==> config.mk <==
export PLATFORM = sky130hd
export DESIGN_NAME = cic_interpolator
export DESIGN_NICKNAME = d
export VERILOG_FILES = /design/src/rtl/cic_interpolator.sv
export SDC_FILE = /design/constraint.sdc
export NUM_CORES = 1
export LEC_CHECK = 0
export ABC_AREA = 1
export BUFFER_PORTS_ARGS = -buffer_cell sky130_fd_sc_hd__buf_2
export CAP_MARGIN = 20
export CORE_AREA = 2 2 185 187
export CTS_CLUSTER_DIAMETER = 200
export DETAILED_ROUTE_END_ITERATION = 8
export DIE_AREA = 0 0 187 189
export GPL_TIMING_DRIVEN = 0
export PLACE_DENSITY_LB_ADDON = 0.3
export SYNTH_ARGS = -nofsm -noshare
export SYNTH_HDL_FRONTEND = slang
export SYNTH_SLANG_ARGS = --single-unit
export TNS_END_PERCENT = 20
==> constraint.sdc <==
create_clock -name clk -period 6.1 [get_ports clk]
set_clock_uncertainty 0.2 [all_clocks]
set_input_delay 0.61 -clock clk [delete_from_list [all_inputs] [get_ports clk]]
set_output_delay 0.61 -clock clk [all_outputs]
set_load 0.005 [all_outputs]
==> src/rtl/cic_interpolator.sv <==
// Multi-stage CIC interpolator: input-rate combs, zero-stuff by RATE, output-rate integrators.
// Define CIC_INTERPOLATOR_UNDERFLOW_FILL_EN to keep stepping with zero samples when the source starves.
module cic_interpolator #(
  parameter int STAGES    = 3,
  parameter int RATE      = 8,
  parameter int IN_WIDTH  = 16,
  parameter int OUT_WIDTH = IN_WIDTH + (STAGES - 1) * $clog2(RATE)
) (
  input  logic                 clk,
  input  logic                 rst,
  input  logic                 in_valid,
  output logic                 in_ready,
  input  logic [IN_WIDTH-1:0]  in_data,
  output logic                 out_valid,
  input  logic                 out_ready,
  output logic [OUT_WIDTH-1:0] out_data
`ifdef CIC_INTERPOLATOR_UNDERFLOW_FILL_EN
  ,
  output logic                 underflow
`endif
);

  localparam int W  = OUT_WIDTH;
  localparam int PW = $clog2(RATE);

  logic [PW-1:0]       phase;
  logic signed [W-1:0] dly   [STAGES];
  logic signed [W-1:0] c     [STAGES+1];
  logic signed [W-1:0] integ [STAGES];
  logic signed [W-1:0] nxt   [STAGES];
  logic signed [W-1:0] u;
  logic                free;
  logic                step;
  logic                load;
  logic                phase_zero;

  assign free       = !out_valid || out_ready;
  assign phase_zero = (phase == '0);

`ifdef CIC_INTERPOLATOR_UNDERFLOW_FILL_EN
  assign step = free;
`else
  assign step = free && (!phase_zero || in_valid);
`endif

  assign in_ready = free && phase_zero && !rst;
  // A phase-0 step loads the combs; without fill this is exactly an accept.
  assign load = step && phase_zero;

  always_comb begin
    c[0] = in_valid ? W'($signed(in_data)) : '0;
    for (int k = 0; k < STAGES; k++) begin
      c[k+1] = c[k] - dly[k];
    end
    u = phase_zero ? c[STAGES] : '0;
    nxt[0] = integ[0] + u;
    for (int k = 1; k < STAGES; k++) begin
      nxt[k] = integ[k] + integ[k-1];
    end
  end

  always_ff @(posedge clk) begin
    if (rst) begin
      phase     <= '0;
      out_valid <= 1'b0;
      out_data  <= '0;
      for (int k = 0; k < STAGES; k++) begin
        dly[k]   <= '0;
        integ[k] <= '0;
      end
    end else begin
      if (load) begin
        for (int k = 0; k < STAGES; k++) begin
          dly[k] <= c[k];
        end
      end
      if (step) begin
        for (int k = 0; k < STAGES; k++) begin
          integ[k] <= nxt[k];
        end
        out_data <= nxt[STAGES-1];
        phase    <= (phase == PW'(RATE - 1)) ? '0 : phase + PW'(1);
      end
      if (step) begin
        out_valid <= 1'b1;
      end else if (out_ready) begin
        out_valid <= 1'b0;
      end
    end
  end

`ifdef CIC_INTERPOLATOR_UNDERFLOW_FILL_EN
  // Sticky: records that a zero sample was substituted at least once since reset.
  always_ff @(posedge clk) begin
    if (rst) begin
      underflow <= 1'b0;
    end else if (load && !in_valid) begin
      underflow <= 1'b1;
    end
  end
`endif

endmodule

==> impl_metrics.tcl <==
set metrics [dict create \
    outcome "complete, but fails checks" \
    violations "negative setup slack" \
    tritoncts "built" \
    clock_latency_ns 0.45 \
    fin_crit_sh 1.01 \
    cts-buffers-inserted 17 \
    grt.met1_usage 0.212 \
    max_stage_delay_ns 0.35 \
    final_common_cell "nand2_1" \
    syn2layout_area_growth_pct 23.3 \
    htreeDepth 4 \
    synth-async-reset-ratio 0 \
    worstMarginPinSlew_ns 0.933 \
    slew_violations 0 \
    startpoint_type "input port" \
    yosys_warnings 0 \
    fin_area_sq_um 14300 \
    die_width_um 187 \
    cts.sinks 152 \
    io_pins 44 \
    via_per_inst 4.90 \
    antenna_found_initial 0 \
    fp.coreArea_sq_um 33300 \
    ant_nets 0 \
    vias 9940 \
    place_area_sq_um 12500 \
    synth_cells 1464 \
    firstDrtPassIters 5 \
    grt_max_degree 69 \
    post-route-min-period_ns 6.14 \
    fin_ws_ns -0.0376 \
    rsz0062_at_grt "true" \
    worst_path_max_delay_cell "fa_2" \
    cts_root_buf "clkbuf_16" \
    met2_usage 0.295 \
    max_cap_violations 0 \
    synth_area_per_cell_sq_um 7.90 \
    grt-ovfl-total 0 \
    drt_iter0_drc 545 \
    cp.arrival_ns 6.16 \
    slew_headroom 0.378 \
    hold_viol 0 \
    crit_type "in -> reg" \
    numPortBuffers 42 \
    instances_no_fill 2030 \
    synth_enable_flop_cells 126 \
    synth_seq_cells 152 \
    use_met3 0.0269 \
    netlist_area_sq_um 11600 \
    drive_gt1_frac 0.185 \
    grt_usage 0.169 \
    hold_path_class "in -> reg" \
    timing.fmax_ghz 0.163 \
    synth_nets 1614 \
    fill_cells 3279 \
    dieHeight_um 189 \
    gp_congestion 0.901 \
    floorplan.initialDensity 0.348 \
    dp_cells 1956 \
    wl_per_cell_um 14.4 \
    cp_common_cell "nand3_2" \
    rows 67 \
    grt_pass1_wl_um 47700 \
    grt-busiest-layer "met2" \
    whs_ns 0.222 \
    ys_seq_area_frac 0.372 \
    endpoint_kind "register" \
    worstPathRequired_ns 6.12 \
    die_area_sq_um 35300 \
    clock_path_buffers 2 \
    hp-start "rst" \
    antenna_cells 0 \
    r2r-start "dly[0][0]$_SDFFCE_PN0P_" \
    clkTransAtPathRegs_ns 0.07 \
    setup_viol 1 \
    grt_pass1_vias 9738 \
    finalWirelength_um 29300 \
    crit_path_start "in_valid" \
    yosysUniqueCellTypes 52 \
    final_cell_mix "nand2_1 (255), inv_1 (232), nor2_1 (147)" \
    cp_max_fo 8 \
    final_nets 1719 \
    fin_tns_setup_ns -0.0376 \
    drc 0 \
    dp_hpwl_um 22200 \
    synthFlopType "edfxtp_1" \
]
==> per-stage QoR <==
step | util | setup slack, ns
2_1_floorplan | - | 0.0105
3_5_place_dp | 0.376 | -1.14
3_3_place_gp | 0.373 | -1.18
4_1_cts | 0.415 | -0.114
5_1_grt | 0.429 | -0.481
6_report | 0.429 | -0.0376
==> path summary, 6_finish.rpt <==
check	endpoint	slack [ns]	depth (start not counted)
worst max-delay path	integ[0][21]$_SDFFCE_PN0P_	-0.04	43
worst min-delay path	out_valid$_SDFFE_PP0P_	0.22	2
worst max register to register	integ[0][21]$_SDFFCE_PN0P_	-0.03	41
worst min register to register	out_data[6]$_SDFFE_PP0P_	0.25	2
==> synthesized netlist by cell type, types with 4 or more instances <==
cell type	instances	share of area
nand2_1	273	0.089
inv_1	239	0.078
nor2_1	154	0.050
a21oi_1	153	0.066
edfxtp_1	126	0.33
ha_1	124	0.13
o21ai_0	89	0.039
nand3_1	43	0.019
xor2_1	34	0.026
dfxtp_1	26	0.045
nand4_1	16	0.0087
o21ai_1	16	0.0069
clkbuf_1	15	0.0049
a21o_1	14	0.0091
xnor2_1	13	0.0098
o21bai_1	12	0.0078
nor3_1	11	0.0048
a31oi_1	9	0.0049
o21a_1	9	0.0058
a21oi_2	8	0.0061
nand2_2	8	0.0043
o211ai_1	7	0.0045
a221oi_1	6	0.0045
fa_1	6	0.010
nor3b_1	5	0.0032
o21ai_2	5	0.0038
o31ai_1	4	0.0026
==> flip-flops by register name (all words and copies together) (netlist names) <==
register and flops:
out_valid 1, phase 3, integ 66, out_data 22
dly 60
==> critical path: cells and delay by family <==
| family | cells | cell delay (ns) |
|---|---|---|
| and+or+nand+nor | 20 | 1.83 |
| adders and majority gates | 5 | 1.33 |
| AOI/OAI and AO/OA | 7 | 0.97 |
| buffers and inverters | 8 | 0.79 |
| xor gates and xnor gates | 3 | 0.59 |
==> per-layer routing <==
layer  vias to the layer above  wire, um
li1                       5136         -
met1                      4597     13400
met2                       176     14300
met3                        31      1060
met4                         0       648
met5                         -         0
==> cells by family after synthesis <==
| logic type | count (synthesis) | synth area share |
|---|---|---|
| AO/OA/AOI/OAI | 342 | 0.169 |
| AND/OR/NAND/NOR | 531 | 0.194 |
| adder cells (fa/ha/maj) | 130 | 0.145 |
| XOR/XNOR | 47 | 0.0356 |
| buffers and inverters | 262 | 0.0853 |
| flip-flops | 152 | 0.372 |
==> final cells by class <==
class / instances / area (sq um) / share of cell area
Multi-Input combinational cell: 1050 / 7160 / 0.502
Inverter: 242 / 915 / 0.0641
Buffer: 20 / 100 / 0.00702
Clock inverter: 15 / 201 / 0.0141
Timing Repair Buffer: 86 / 599 / 0.0420
Tap cell: 448 / 561 / 0.0393
Clock buffer: 17 / 425 / 0.0298
Sequential cell: 152 / 4300 / 0.302
==> what timing repair did <==
| action | in CTS | in global routing |
|---|---|---|
| endpoints found under the setup margin | 4 | 12 |
| hold buffers | 0 | 0 |
| gates resized for setup | 91 | 70 |
| buffers inserted | 27 | 16 |
| pin swaps | 55 | 53 |
| endpoints found under the hold margin | 0 | 0 |
Power is not shown: default switching activity piles up to over one toggle a cycle in this logic, so the estimate is an artifact.
